**src/rtl/cpu_pkg.sv**
```systemverilog
// Types and default widths shared by the program loader, the RAM and the CPU.
package cpu_pkg;

  localparam int DEF_ADDR_W = 8;
  localparam int DEF_DATA_W = 8;

  typedef enum logic [2:0] {
    S_IDLE   = 3'd0,
    S_WRITE  = 3'd1,
    S_VERIFY = 3'd2,
    S_DONE   = 3'd3,
    S_ERROR  = 3'd4
  } loader_state_e;

  typedef enum logic [1:0] {
    ERR_NONE     = 2'd0,
    ERR_OVERFLOW = 2'd1,
    ERR_CHECKSUM = 2'd2,
    ERR_EMPTY    = 2'd3
  } err_code_e;

endpackage

```
**src/rtl/loader_checksum.sv**
```systemverilog
// Modular byte accumulator with synchronous clear and an equality compare
// against a reference sum. Used for both the write-side and readback sums.
module loader_checksum
  import cpu_pkg::*;
#(
  parameter int DATA_W = DEF_DATA_W
) (
  input  logic              clk,
  input  logic              reset,
  input  logic              clear,
  input  logic              acc_en,
  input  logic [DATA_W-1:0] data_in,
  input  logic [DATA_W-1:0] ref_sum,
  output logic [DATA_W-1:0] sum,
  output logic              match
);

  // Running sum; clear wins over accumulate so a new load never inherits a stale value.
  always_ff @(posedge clk or posedge reset) begin
    // NOTE: registers are written with <= so every flop samples pre-edge values.
    if (reset)       sum <= '0;
    else if (clear)  sum <= '0;
    else if (acc_en) sum <= sum + data_in; // wraps mod 2**DATA_W
  end

  assign match = (sum == ref_sum);

endmodule

```
**src/rtl/program_loader.sv**
```systemverilog
// Writes a valid/ready byte stream into RAM from address 0 upward, optionally
// reads it back to confirm the checksum, and raises cpu_run on a good image.
module program_loader
  import cpu_pkg::*;
#(
  parameter int ADDR_W    = DEF_ADDR_W,
  parameter int DATA_W    = DEF_DATA_W,
  parameter int MEM_DEPTH = 256,
  parameter int VERIFY    = 1
) (
  input  logic              clk,
  input  logic              reset,
  input  logic              start,
  input  logic              in_valid,
  input  logic [DATA_W-1:0] in_data,
  input  logic              in_last,
  output logic              in_ready,
  output logic [ADDR_W-1:0] ram_addr,
  output logic [DATA_W-1:0] ram_data,
  output logic              ram_save,
  output logic              ram_load,
  input  logic [DATA_W-1:0] ram_value,
  output logic              bus_own,
  output logic              cpu_run,
  output logic              busy,
  output logic              error,
  output logic [1:0]        err_code,
  output logic [ADDR_W:0]   count,
  output logic [DATA_W-1:0] checksum
);

  localparam logic [ADDR_W-1:0] LAST_PTR = ADDR_W'(MEM_DEPTH - 1);
  localparam logic [ADDR_W-1:0] PTR_ONE  = ADDR_W'(1);
  localparam logic [ADDR_W:0]   CNT_ONE  = (ADDR_W + 1)'(1);

  loader_state_e       state;
  err_code_e           err_q;
  logic [ADDR_W-1:0]   ptr;       // next write address
  logic [ADDR_W:0]     vptr;      // readback addresses issued so far
  logic                rd_valid;  // ram_value holds data for a read issued last cycle
  logic                accept;
  logic                restart;
  logic                wr_match;
  logic                rd_match;
  logic                sums_equal;
  logic [DATA_W-1:0]   shadow;

  // NOTE: in_ready is a pure continuous decode of state, so no latch can form.
  assign in_ready = (state == S_WRITE);
  assign accept   = in_valid & in_ready;
  assign restart  = start & ((state == S_IDLE) | (state == S_DONE) | (state == S_ERROR));
  assign err_code = err_q;

  // Each instance compares its own sum with the other's; both flags say the same thing.
  assign sums_equal = wr_match & rd_match;

  loader_checksum #(.DATA_W(DATA_W)) u_wr_sum (
    .clk     (clk),
    .reset   (reset),
    .clear   (restart),
    .acc_en  (accept),
    .data_in (in_data),
    .ref_sum (shadow),
    .sum     (checksum),
    .match   (wr_match)
  );

  loader_checksum #(.DATA_W(DATA_W)) u_rd_sum (
    .clk     (clk),
    .reset   (reset),
    .clear   (restart),
    .acc_en  (rd_valid),
    .data_in (ram_value),
    .ref_sum (checksum),
    .sum     (shadow),
    .match   (rd_match)
  );

  // Loader FSM with all RAM-side and status outputs registered.
  always_ff @(posedge clk or posedge reset) begin
    if (reset) begin
      state    <= S_IDLE;
      err_q    <= ERR_NONE;
      ptr      <= '0;
      vptr     <= '0;
      rd_valid <= 1'b0;
      count    <= '0;
      ram_addr <= '0;
      ram_data <= '0;
      ram_save <= 1'b0;
      ram_load <= 1'b0;
      bus_own  <= 1'b0;
      cpu_run  <= 1'b0;
      busy     <= 1'b0;
      error    <= 1'b0;
    end else begin
      // NOTE: strobes default low here so they are one-cycle pulses unless re-asserted below.
      ram_save <= 1'b0;
      ram_load <= 1'b0;
      rd_valid <= ram_load;

      case (state)
        S_IDLE, S_DONE, S_ERROR: begin
          // bus_own may still be high for one cycle after WRITE while the final byte lands.
          bus_own <= 1'b0;
          if (start) begin
            state   <= S_WRITE;
            err_q   <= ERR_NONE;
            ptr     <= '0;
            vptr    <= '0;
            count   <= '0;
            error   <= 1'b0;
            cpu_run <= 1'b0;
            busy    <= 1'b1;
            bus_own <= 1'b1;
          end
        end

        S_WRITE: begin
          if (accept) begin
            ram_save <= 1'b1;
            ram_addr <= ptr;
            ram_data <= in_data;
            ptr      <= ptr + PTR_ONE;
            count    <= count + CNT_ONE;
            if (in_last) begin
              if (VERIFY != 0) begin
                state <= S_VERIFY;
              end else begin
                state   <= S_DONE;
                busy    <= 1'b0;
                cpu_run <= 1'b1;
              end
            end else if (ptr == LAST_PTR) begin
              state <= S_ERROR;
              busy  <= 1'b0;
              error <= 1'b1;
              err_q <= ERR_OVERFLOW;
            end
          end
        end

        S_VERIFY: begin
          if (vptr != count) begin
            ram_load <= 1'b1;
            ram_addr <= vptr[ADDR_W-1:0];
            vptr     <= vptr + CNT_ONE;
          end else if (!ram_load && !rd_valid) begin
            // All reads issued and returned; shadow is final in this compare cycle.
            busy    <= 1'b0;
            bus_own <= 1'b0;
            if (sums_equal) begin
              state   <= S_DONE;
              cpu_run <= 1'b1;
            end else begin
              state <= S_ERROR;
              error <= 1'b1;
              err_q <= ERR_CHECKSUM;
            end
          end
        end

        default: state <= S_IDLE;
      endcase
    end
  end

endmodule

```
**config.mk**
```make
export PLATFORM = sky130hd
export DESIGN_NAME = program_loader
export DESIGN_NICKNAME = d
export VERILOG_FILES = /design/src/rtl/cpu_pkg.sv /design/src/rtl/loader_checksum.sv /design/src/rtl/program_loader.sv
export SDC_FILE = /design/constraint.sdc
export NUM_CORES = 1
export LEC_CHECK = 0
export ABC_CLOCK_PERIOD_IN_PS = 4500
export CAP_MARGIN = 20
export CORE_MARGIN = 8
export CORE_UTILIZATION = 45
export DETAILED_ROUTE_END_ITERATION = 10
export PLACE_DENSITY = 0.69
export SYNTH_ARGS = -nofsm -noshare
export SYNTH_HDL_FRONTEND = slang
export SYNTH_SLANG_ARGS = --single-unit
```
**constraint.sdc**
```tcl
create_clock -name clk -period 4.5 [get_ports clk]
set_clock_uncertainty 0.15 [all_clocks]
set_input_delay 0.9 -clock clk [delete_from_list [all_inputs] [get_ports clk]]
set_output_delay 0.9 -clock clk [all_outputs]
set_load 0.005 [all_outputs]
```
# Yosys cells after proc, flatten, opt, wreduce, memory -nomap -nowiden
# Index checks and enable logic that the tools add are counted.
[totals]
register_bits = 70
latchBits = 0
mem_bits_rw = 0
mem_bits_ro = 0
inputBits = 21
out_inout_bits = 42
wordCells = 120
n_memories = 0
[op_classes]
n_addsub = 5
n_mul = 0
div = 0
order_cmp = 0
eq_ne = 18
shift = 0
mux = 56
bitwise = 5
n_reduce_logical = 20
[ops]
columns = ["op", "count"]
rows = [
  ["$mux 8", 8],
  ["$pmux 9 s2", 2],
  ["$pmux 8 s2", 2],
  ["$mux 9", 3],
  ["$mux 1", 21],
  ["$mux 3", 7],
  ["$add 9x1->9 const B", 2],
  ["$add 8x8->8", 2],
  ["$eq 8x8->1", 2],
  ["$mux 2", 7],
  ["$ne 2x2->1 const B", 7],
  ["$reduce_and 3->1", 4],
  ["$reduce_and 5->1", 2],
  ["$reduce_bool 2->1", 5],
  ["$ne 9x9->1", 1],
  ["$pmux 3 s3", 1],
  ["$add 8x1->8 const B", 1],
  ["$eq 8x8->1 const B", 1],
  ["$reduce_and 8->1", 1],
  ["$reduce_and 7->1", 1],
  ["$eq 3x2->1 const B", 2],
  ["$pmux 1 s3", 2],
  ["$pmux 2 s3", 1],
  ["$ne 2x1->1 const B", 2],
  ["other kinds (12)", 17],
]

# Logic depth before layout (Yosys ltp)
# Gate-level depths: netlist of the first run.
[depth]
word_depth = 6
mapped_depth = 9
depth_no_buf = 9

# Modules after synthesis
# A second synthesis of the first run with hierarchy kept.
[unflattened]
cells_unflattened = 439
area_unflattened_um2 = 4107.7
[modules_own_cells]
columns = ["mod", "instances", "cells_per_inst", "area_per_inst_um2", "seq_area_each_um2"]
rows = [
  ["program_loader", 1, 283, 2638.8, 1351.3],
  ["loader_checksum", 2, 78, 734.5, 200.2],
]

# Worst setup path before layout of the first run
# OpenSTA, ideal clock, no wires.
[synth_path]
kind = "input -> register"
from = "input port ram_value[0]"
to = "register u_rd_sum.sum[6]"
setup_ns = 0.069
t_arrival_ns = 2.498
required_ns = 4.281
setup_slack_ns = 1.782
path_stages = 9
n_path_buf = 0
cell_sequence = "ha_1 > inv_1 > fa_1 > nor2b_1 > o21ai_1 > a21boi_0 > o21ai_0 > or4b_1 > nand3_1"
[synth_via]
elab_chain_len = 3
[synth_lines]
columns = ["element", "line", "source"]
rows = [
  ["start: declaration", "program_loader.sv:22", "input logic [DATA_W-1:0] ram_value,"],
  ["$add 8x8->8", "loader_checksum.sv:23", "else if (acc_en) sum <= sum + data_in;"],
  ["$mux 8", "loader_checksum.sv:23", ""],
  ["$mux 8", "loader_checksum.sv:22", "else if (clear) sum <= '0;"],
  ["end signal: assignment", "loader_checksum.sv:23", ""],
  ["end: declaration", "loader_checksum.sv:14", "output logic [DATA_W-1:0] sum,"],
]
# Every way passes these cells. The select of a mux whose other input is x is not followed.
# A chain may end at the register's enable or synchronous reset.

# Worst setup path after layout of the first run
# Same ends and word-level chain as after synthesis.

==> results of run 1 <==
[per-stage QoR]
| stage | worst slack [ns] | instance area [µm²] | util, % | std cells | power [mW] |
|---|---|---|---|---|---|
| global placement | 1.20 | 4650 | 54.1 | 576 | 2.05 |
| finish | 1.49 | 4870 | 56.7 | 592 | 2.61 |
| global route | 1.32 | 4870 | 56.7 | 592 | 2.81 |
| floorplan | 1.68 | 3940 | - | 417 | 1.63 |
| detailed placement | 1.18 | 4650 | 54.1 | 576 | 2.08 |
| CTS | 1.53 | 4870 | 56.7 | 592 | 2.64 |
[state kept, by name, summed over array words and instances, names as in the netlist, 2 cells and up]
signal and count:
vptr 9, u_wr_sum.sum 8, err_code 2, u_rd_sum.sum 8
ptr 8, ram_addr 8, ram_data 8, count 9
state 3
[synthesized netlist by cell type (3+ instances only)]
cell type | n | area share, %
a21o_1 | 4 | 0.76
a21oi_1 | 6 | 0.76
and3_1 | 12 | 1.9
buf_2 | 6 | 0.76
clkbuf_1 | 7 | 0.67
dfrtp_1 | 70 | 45
ha_1 | 17 | 5.4
inv_1 | 13 | 1.2
mux2i_1 | 16 | 4.1
nand2_1 | 58 | 5.5
nand2b_1 | 4 | 0.64
nand3_1 | 21 | 2.7
nand4_1 | 11 | 1.7
nor2_1 | 45 | 4.3
nor2b_1 | 5 | 0.79
o21a_1 | 3 | 0.57
o21ai_0 | 22 | 2.8
o21ai_1 | 9 | 1.1
o31ai_1 | 5 | 0.95
xnor2_1 | 11 | 2.4
xor2_1 | 26 | 5.8
[layer usage]
layer,up-vias,share of wire (%)
met2,90,47
met5,-,0
met3,13,7.8
li1,1573,-
met4,0,1.8
met1,1548,43
[path summary, 6_finish.rpt]
kind	slack [ns]	cells after the start	end	from
max	1.49	10	u_rd_sum.sum[6]	ram_value[0]
min	0.30	0	rd_valid	ram_load
max reg2reg	2.05	6	vptr[1]	state[0]
min reg2reg	0.30	0	rd_valid	ram_load
max in group asynchronous	2.49	3	ram_data[7]	reset
min in group asynchronous	0.74	2	u_rd_sum.sum[0]	reset
[layout make-up]
type                    count  area, µm²  share of cell area (%)
clock buffers              12        145                    2.98
clock inverters             4       70.1                    1.44
inverters                  15       56.3                    1.16
multi-input cells         318       2070                    42.5
flip-flops and latches     70       1750                    36.0
well taps                 108        135                    2.78
repair buffers             65        643                    13.2
[cells in the final DEF, fill, tap and decap left out, types with 9 or more instances in the layout]
| cell type | synthesis | routed |
|---|---|---|
| dfrtp_1 | 70 | 70 |
| clkdlybuf4s50_1 | 0 | 62 |
| nand2_1 | 58 | 58 |
| nor2_1 | 45 | 45 |
| xor2_1 | 26 | 26 |
| o21ai_0 | 22 | 22 |
| nand3_1 | 21 | 21 |
| ha_1 | 17 | 17 |
| mux2i_1 | 16 | 16 |
| and3_1 | 12 | 12 |
| inv_1 | 13 | 12 |
| xnor2_1 | 11 | 11 |
| nand4_1 | 11 | 11 |
| clkbuf_8 | 0 | 10 |
| o21ai_1 | 9 | 9 |
[cell families after synthesis]
group	after synthesis
flops	70
xor+xnor	37
buf+inv	29
simple gates	173
fa+ha+maj	19
compound gates	72
mux	17
[worst max-delay path, delay by kind of cell]
| family | cells | cell delay [ns] |
|---|---|---|
| buffers and inverters | 2 | 0.52 |
| and+or+nand+nor | 3 | 0.69 |
| adders and majority gates | 2 | 0.57 |
| AOI/OAI and AO/OA | 3 | 0.44 |
[power by group]
group          switching [mW]  internal, mW
registers               0.157         0.775
clock network           0.221         0.326
logic                   0.598         0.533
total                   0.975          1.63
==> flow_metrics.py, run 1 <==
metrics = {
    "run_status": {
        "status": "completed",
    },
    "clock_network": {
        "cts_tree": "done",
        "clock_tree.buffer_depth": 2,
        "clkTransAtPathRegs_ns": 0.07,
        "cts_resized": 0,
        "postCtsSetupBuffers": 0,
        "htreeDepth": 3,
        "cts-root-buf": "clkbuf_8",
        "cts_hold_repair.buffers": 0,
        "clock_sinks": 70,
        "numCtsBuffers": 9,
        "clkLatencyLatePin_ns": 0.34,
    },
    "critical_path": {
        "crit_chain": "clkdlybuf4s50_1, ha_1, inv_1, fa_1, nor2b_1, o21ai_1, a21boi_0, o21ai_0, or4b_1, nand3_1",
        "required_ns": 4.62,
        "cp_slowest_cell": "or4b_1",
        "worstSetupEndpointType": "flip-flop",
        "critPathArrivalTime_ns": 3.12,
        "start_kind": "primary input",
        "critical_path.max_fanout": 2,
        "slowest_delay_ns": 0.47,
        "path_class": "primary input to flip-flop",
    },
    "power_and_ir_drop": {
        "leakagePower_nw": 2.30,
        "powerDensity_nw_per_um2": 536,
        "max-vdd-ir-drop_mv": 0.264,
    },
    "timing": {
        "period_share_pct": 66.8,
        "tightestPinTransition_ns": 0.957,
        "rsz0062_at_grt": "false",
        "finalSetupTns_ns": 0,
        "hold_ws_ns": 0.298,
        "relSlewSlack_pct": 36.0,
        "max_freq_ghz": 0.333,
        "setup_viol": 0,
        "finalHoldViolations": 0,
        "period_minus_slack_ns": 3.01,
        "final_max_slew_viol_count": 0,
    },
    "finish": {
        "finalNetCount": 519,
        "syn2layout_area_growth_pct": 23.7,
        "drive_above_1_share_pct": 6.20,
        "num_antenna_cells": 0,
        "fillers": 785,
    },
    "drt": {
        "dr.pass1.iters": 4,
        "viasPerCell": 5.45,
        "drc": 0,
        "drt_iter0_markers": 223,
        "vias": 3224,
        "wirelength_um": 9400,
        "ant_nets": 0,
        "wl_per_cell_um": 15.9,
    },
    "global_route": {
        "grt.busiest_layer": "met2",
        "grtUsageTotal_pct": 16.7,
        "antenna_found_initial": 0,
        "grt_util_met2_pct": 26.6,
        "grt_pass1_vias": 3261,
        "overflow": 0,
        "grtUsageMet3_pct": 6.57,
        "grt_start_max_net_pins": 49,
        "use_met1_pct": 20.3,
        "grt_pass1_wl_um": 15900,
    },
    "floorplan": {
        "fp.dieW_um": 110,
        "start_util_pct": 45.8,
        "rows": 34,
        "ios": 63,
        "die_y_um": 110,
        "core_area_um2": 8590,
        "fp.dieArea_um2": 12000,
    },
    "yosys": {
        "synth_top_family_by_area": "simple AND/OR/NAND/NOR gates",
        "synth-compound-area-share_pct": 12.2,
        "synth_xor_area_share_pct": 8.24,
        "netlist_instances": 417,
        "muxShareOfSynthArea_pct": 4.36,
        "synth_edf_count": 0,
        "syn_area_per_cell_um2": 9.44,
        "synth_cell_type_count": 58,
        "ys_seq_area_share_pct": 44.5,
        "synth_fp_nets": 457,
        "yosys.area_share.simple_pct": 21.3,
        "synthArstFlopShare_pct": 100,
        "synthAdderAreaFrac_pct": 6.42,
        "synth_ff_type": "dfrtp_1",
        "ys_ff_latch": 70,
        "yosysWarnings": 0,
        "syn_area_um2": 3940,
    },
    "place": {
        "dp_hpwl_um": 6970,
        "io_buffers": 62,
        "gp_congestion": 0.896,
    },
    "run": {
        "cap_viol_max_count": 0,
    },
    "hold_path": {
        "hp-class": "flip-flop to flip-flop",
    },
}
No activity file was read; power rests on OpenSTA's default activity.
==> run 2: changes to the inputs <==
--- a/config.mk
+++ b/config.mk
@@ -5,7 +5,7 @@
 export SDC_FILE = /design/constraint.sdc
 export NUM_CORES = 1
 export LEC_CHECK = 0
-export ABC_CLOCK_PERIOD_IN_PS = 4500
+export ABC_CLOCK_PERIOD_IN_PS = 2850
 export CAP_MARGIN = 20
 export CORE_MARGIN = 8
 export CORE_UTILIZATION = 45
==> constraint.sdc (replaced) <==
create_clock -name clk -period 2.85 [get_ports clk]
set_clock_uncertainty 0.15 [all_clocks]
set_input_delay 0.57 -clock clk [delete_from_list [all_inputs] [get_ports clk]]
set_output_delay 0.57 -clock clk [all_outputs]
set_load 0.005 [all_outputs]
==> run 2 against run 1 <==
Against the previous run:
- critical endpoint unchanged
- clock power up 82%
- hold slack worse by 0.012 ns
- final area grew 2.1%
- critical path type unchanged
- register-to-register slack got worse by 1.6 ns
- power is 65% higher
==> flow_metrics.py, run 2 (synthesis gave the netlist of run 1 again) <==
metrics = {
    "critical_path": {
        "required_ns": 2.98,
        "start_kind": "primary input",
        "worst-path-buf-inv": 2,
        "cp_top_family": "simple AND/OR/NAND/NOR gates",
        "critical_path.max_fanout": 2,
        "critPathArrivalTime_ns": 2.82,
        "crit_chain": "clkdlybuf4s50_1, ha_1, inv_1, fa_1, nor2b_1, o21ai_1, a21boi_0, o21ai_0, or4b_1, nand3_1",
        "worstSetupEndpointType": "flip-flop",
        "cp_slowest_cell": "or4b_1",
        "slowest_delay_ns": 0.48,
        "path_class": "primary input to flip-flop",
    },
    "floorplan": {
        "rows": 34,
        "core_area_um2": 8590,
        "start_util_pct": 45.8,
        "ios": 63,
        "die_y_um": 110,
        "fp.dieArea_um2": 12000,
        "fp.dieW_um": 110,
    },
    "timing": {
        "period_share_pct": 94.4,
        "finalSetupTns_ns": 0,
        "finalHoldViolations": 0,
        "final_max_slew_viol_count": 0,
        "relSlewSlack_pct": 63.1,
        "period_minus_slack_ns": 2.69,
        "rsz0062_at_grt": "false",
        "max_freq_ghz": 0.372,
        "setup_viol": 0,
        "tightestPinTransition_ns": 0.554,
    },
    "finish": {
        "fillers": 775,
        "final_common_cell": "dfrtp_1",
        "finalNetCount": 527,
        "layout_common_cells": "70 x dfrtp_1, 62 x clkdlybuf4s50_1, 58 x nand2_1, 45 x nor2_1, 26 x xor2_1",
        "syn2layout_area_growth_pct": 26.4,
        "stdcell_count": 600,
        "reg.largest.list": "count (9), vptr (9)",
        "num_antenna_cells": 0,
        "drive_above_1_share_pct": 8.13,
    },
    "clock_network": {
        "clkTransAtPathRegs_ns": 0.09,
        "cts-root-buf": "clkbuf_8",
        "clock_sinks": 70,
        "clock_tree.buffer_depth": 2,
        "cts_hold_repair.buffers": 0,
        "postCtsSetupBuffers": 0,
        "cts_tree": "done",
        "cts_resized": 0,
        "htreeDepth": 3,
        "clkLatencyLatePin_ns": 0.36,
        "numCtsBuffers": 9,
    },
    "global_route": {
        "grt_pass1_wl_um": 16100,
        "grtUsageTotal_pct": 17.1,
        "overflow": 0,
        "grt_pass1_vias": 3262,
        "antenna_found_initial": 0,
        "grt_start_max_net_pins": 54,
    },
    "power_and_ir_drop": {
        "max-vdd-ir-drop_mv": 0.400,
        "total_power_mw": 4.29,
        "leakagePower_nw": 2.36,
        "powerDensity_nw_per_um2": 864,
    },
    "drt": {
        "wl_per_cell_um": 16.2,
        "viasPerCell": 5.48,
        "wirelength_um": 9700,
        "dr.pass1.iters": 4,
        "ant_nets": 0,
        "vias": 3285,
        "drc": 0,
        "drt_iter0_markers": 168,
    },
    "place": {
        "post-place-cells": 584,
        "io_buffers": 62,
        "gp_congestion": 0.846,
        "dp_hpwl_um": 7090,
    },
    "hold_path": {
        "hp-class": "flip-flop to flip-flop",
    },
    "run_status": {
        "status": "completed",
    },
    "run": {
        "cap_viol_max_count": 0,
    },
}
## run 2: cell count changes in the layout (fill, tap and decap cells not counted), sizes merged
cell	before	now
clkinv	2	3
buf	3	11
clkbuf	12	10
bufinv	2	3
## run 2: report_power, final
group	total [mW]	internal [mW]	switching (mW)
logic	1.82	0.873	0.952
clock network	0.996	0.604	0.393
registers	1.47	1.22	0.250
## run 2: through the flow
stage	setup slack, ns	cell area (µm²)	util [%]	hold WS, ns
2_1_floorplan	0.362	3940	-	0.267
3_3_place_gp	-0.119	4730	55.0	0.288
3_5_place_dp	-0.185	4730	55.0	0.290
4_1_cts	0.163	4970	57.9	0.298
5_1_grt	0.0125	4970	57.9	0.328
6_report	0.160	4970	57.9	0.286
## run 2: path summary, 6_finish.rpt
kind                                 startpoint              end  slack [ns]  cells after the start
max in group asynchronous                 reset          vptr[5]        1.55                      3
worst min register to register         ram_load         rd_valid        0.29                      0
worst max register to register  u_rd_sum.sum[0]  u_rd_sum.sum[6]        0.41                      9
worst min-delay path                   ram_load         rd_valid        0.29                      0
min in group asynchronous                 reset             busy        0.37                      2
worst max-delay path               ram_value[0]  u_rd_sum.sum[6]        0.16                     10
## run 2: layout make-up
cell class,instances,area (µm²),share of cell area (%)
clock buffer,10,138,2.77
sequential,70,1750,35.2
clock inverter,6,109,2.19
timing repair buffer,73,716,14.4
tap,108,135,2.72
inverter,15,56.3,1.13
multi-input combinational,318,2070,41.6
## run 2: worst reg2reg max path, stage by stage (launching register included)
cell	delay, ns
dfrtp_1	0.40
ha_1	0.18
inv_1	0.05
fa_1	0.39
nor2b_1	0.14
o21ai_1	0.08
a21boi_0	0.25
o21ai_0	0.13
or4b_1	0.48
nand3_1	0.11
## run 2: routing by layer
| metal | part of all wire [%] | wire [µm] | vias to the layer above | global-route usage (%) |
|---|---|---|---|---|
| met5 | 0 | 0 | - | 0 |
| met4 | 0.95 | 92 | 0 | 4.15 |
| met3 | 6.9 | 667 | 11 | 6.86 |
| met2 | 48 | 4670 | 73 | 27.7 |
| met1 | 44 | 4270 | 1618 | 20.9 |
| li1 | - | - | 1583 | - |
==> run 3: changes to the inputs <==
--- a/config.mk
+++ b/config.mk
@@ -5,12 +5,12 @@
 export SDC_FILE = /design/constraint.sdc
 export NUM_CORES = 1
 export LEC_CHECK = 0
-export ABC_CLOCK_PERIOD_IN_PS = 2850
+export ABC_CLOCK_PERIOD_IN_PS = 2200
 export CAP_MARGIN = 20
 export CORE_MARGIN = 8
 export CORE_UTILIZATION = 45
 export DETAILED_ROUTE_END_ITERATION = 10
-export PLACE_DENSITY = 0.69
+export PLACE_DENSITY = 0.72
 export SYNTH_ARGS = -nofsm -noshare
 export SYNTH_HDL_FRONTEND = slang
 export SYNTH_SLANG_ARGS = --single-unit
==> constraint.sdc (replaced) <==
create_clock -name clk -period 2.2 [get_ports clk]
set_clock_uncertainty 0.15 [all_clocks]
set_input_delay 0.44 -clock clk [delete_from_list [all_inputs] [get_ports clk]]
set_output_delay 0.44 -clock clk [all_outputs]
set_load 0.005 [all_outputs]
==> run 3 against run 2 <==
Against the previous run:
- final area rose by 13%
- power is 45% higher
- cell count up 9.8%
- global-route usage rose by 0.67 points
- clock power up 42%
- critical path depth fell by 1
- sequential power up 26%
- largest power group unchanged
==> flow_metrics.py, run 3 (synthesis gave the netlist of run 1 again) <==
metrics = {
    "run_status": {
        "status": "completed",
    },
    "global_route": {
        "grt_start_max_net_pins": 32,
        "grt_pass1_vias": 3549,
        "grtUsageMet3_pct": 4.87,
        "grtUsageTotal_pct": 17.8,
        "grt_util_met2_pct": 30.1,
        "grt.busiest_layer": "met2",
        "grt_pass1_wl_um": 17000,
        "use_met1_pct": 21.8,
        "antenna_found_initial": 0,
        "overflow": 0,
    },
    "floorplan": {
        "rows": 34,
        "die_y_um": 110,
        "fp.dieArea_um2": 12000,
        "start_util_pct": 45.8,
        "core_area_um2": 8590,
        "ios": 63,
        "fp.dieW_um": 110,
    },
    "run": {
        "cap_viol_max_count": 0,
    },
    "finish": {
        "syn2layout_area_growth_pct": 42.3,
        "num_antenna_cells": 0,
        "drive_above_1_share_pct": 22.3,
        "fin_util_pct": 65.2,
        "reg.largest.list": "count (9), vptr (9)",
        "final_common_cell": "dfrtp_1",
        "finalNetCount": 586,
        "layout_common_cells": "68 x dfrtp_1, 67 x buf_4, 58 x nand2_1, 52 x clkdlybuf4s50_1, 44 x nor2_1",
        "seqCellArea_um2": 1750,
        "multi_input_area_um2": 2180,
        "fillers": 669,
    },
    "critical_path": {
        "critical_path.max_fanout": 2,
        "slowest_delay_ns": 0.48,
        "cp_slowest_cell": "or4b_1",
        "required_ns": 2.33,
        "r2r-start": "u_rd_sum.sum[0]",
        "worst-path-buf-inv": 1,
        "crit_path_start": "u_rd_sum.sum[0]",
        "critPathArrivalTime_ns": 2.31,
        "cp_top_family": "simple AND/OR/NAND/NOR gates",
        "path_class": "flip-flop to flip-flop",
        "crit_chain": "ha_2, inv_2, fa_2, nor2b_1, o21ai_1, a21boi_2, o21ai_2, or4b_1, nand3_1",
        "start_kind": "flip-flop",
        "worstSetupEndpointType": "flip-flop",
    },
    "timing": {
        "final_max_slew_viol_count": 0,
        "relSlewSlack_pct": 64.6,
        "hold_ws_ns": 0.197,
        "tightestPinTransition_ns": 0.530,
        "setup_viol": 0,
        "finalHoldViolations": 0,
        "rsz0062_at_grt": "true",
        "fin_ws_ns": 0.0206,
        "max_freq_ghz": 0.459,
        "period_minus_slack_ns": 2.18,
        "finalSetupTns_ns": 0,
        "period_share_pct": 99.1,
    },
    "drt": {
        "wl_per_cell_um": 15.9,
        "viasPerCell": 5.36,
        "ant_nets": 0,
        "drc": 0,
        "drt_iter0_markers": 137,
        "vias": 3531,
        "wirelength_um": 10500,
        "dr.pass1.iters": 4,
    },
    "clock_network": {
        "cts_tree": "done",
        "clkTransAtPathRegs_ns": 0.08,
        "htreeDepth": 3,
        "numCtsBuffers": 9,
        "cts_hold_repair.buffers": 0,
        "cts-root-buf": "clkbuf_8",
        "clkLatencyLatePin_ns": 0.35,
        "clock_tree.buffer_depth": 2,
        "clock_sinks": 70,
    },
    "place": {
        "io_buffers": 62,
        "dp_slack_ns": -0.575,
        "gp_congestion": 0.894,
        "dp_hpwl_um": 7540,
    },
    "power_and_ir_drop": {
        "powerDensity_nw_per_um2": 1110,
        "total_power_mw": 6.24,
        "max-vdd-ir-drop_mv": 0.553,
        "leakagePower_nw": 2.74,
    },
    "hold_path": {
        "worstHoldStart": "in_data[0]",
        "hp-class": "primary input to flip-flop",
    },
}
==> run 3: cell types whose count changed in the layout (fill, tap and decap cells not counted), sizes merged <==
cell,before,now
buf,11,70
clkdlybuf4s50,62,52
dlymetal6s2s,0,7
clkinv,3,0
dlygate4sd2,0,3
bufinv,3,4
clkbuf,10,11
clkinvlp,0,1
==> run 3: what timing repair did <==
item / 4_1_cts / 5_1_grt
resized for setup: 18 / 22
setup endpoints to repair: 5 / 7
gates cloned: 0 / 0
pin swaps: 10 / 21
buffers inserted: 10 / 3
==> run 3: per-stage QoR <==
| stage | cells | cell area, µm² |
|---|---|---|
| final | 659 | 5600 |
| after global routing | 659 | 5600 |
| after CTS | 657 | 5480 |
| after detailed placement | 631 | 5110 |
| after global placement | 631 | 5110 |
| after floorplan | 417 | 3940 |
==> run 3: worst paths after layout <==
check	cells after the start	endpoint	slack [ns]
hold reg to reg	0	rd_valid	0.30
setup / recovery	9	u_rd_sum.sum[6]	0.02
hold / removal	3	ram_data[0]	0.20
min in group asynchronous	2	ram_addr[6]	0.33
max in group asynchronous	3	u_wr_sum.sum[4]	1.05
setup reg to reg	9	u_rd_sum.sum[6]	0.02
==> run 3: final cells by class <==
cell class	count	share of cell area [%]
clock buffers	11	2.53
well taps	108	2.41
inverters	15	1.07
flip-flops and latches	70	31.3
clock inverters	5	2.30
multi-input cells	318	39.0
repair buffers	132	21.4
==> run 3: power breakdown <==
part / total (mW) / internal [mW] / switching [mW]
sequential: 1.85 / 1.59 / 0.264
combinational: 2.98 / 1.53 / 1.45
clock: 1.41 / 0.904 / 0.504
==> run 3: routing by layer <==
layer / wire [µm] / vias to the layer above
li1: - / 1715
met1: 4610 / 1713
met2: 5110 / 91
met3: 629 / 12
met4: 127 / 0
met5: 0 / -
==> run 3: worst register-to-register path, stage by stage, from the launching register on <==
cell and delay (ns):
dfrtp_1 0.35, ha_2 0.19, inv_2 0.04, fa_2 0.33, nor2b_1 0.13, o21ai_1 0.09, a21boi_2 0.17, o21ai_2 0.08
or4b_1 0.48, nand3_1 0.10
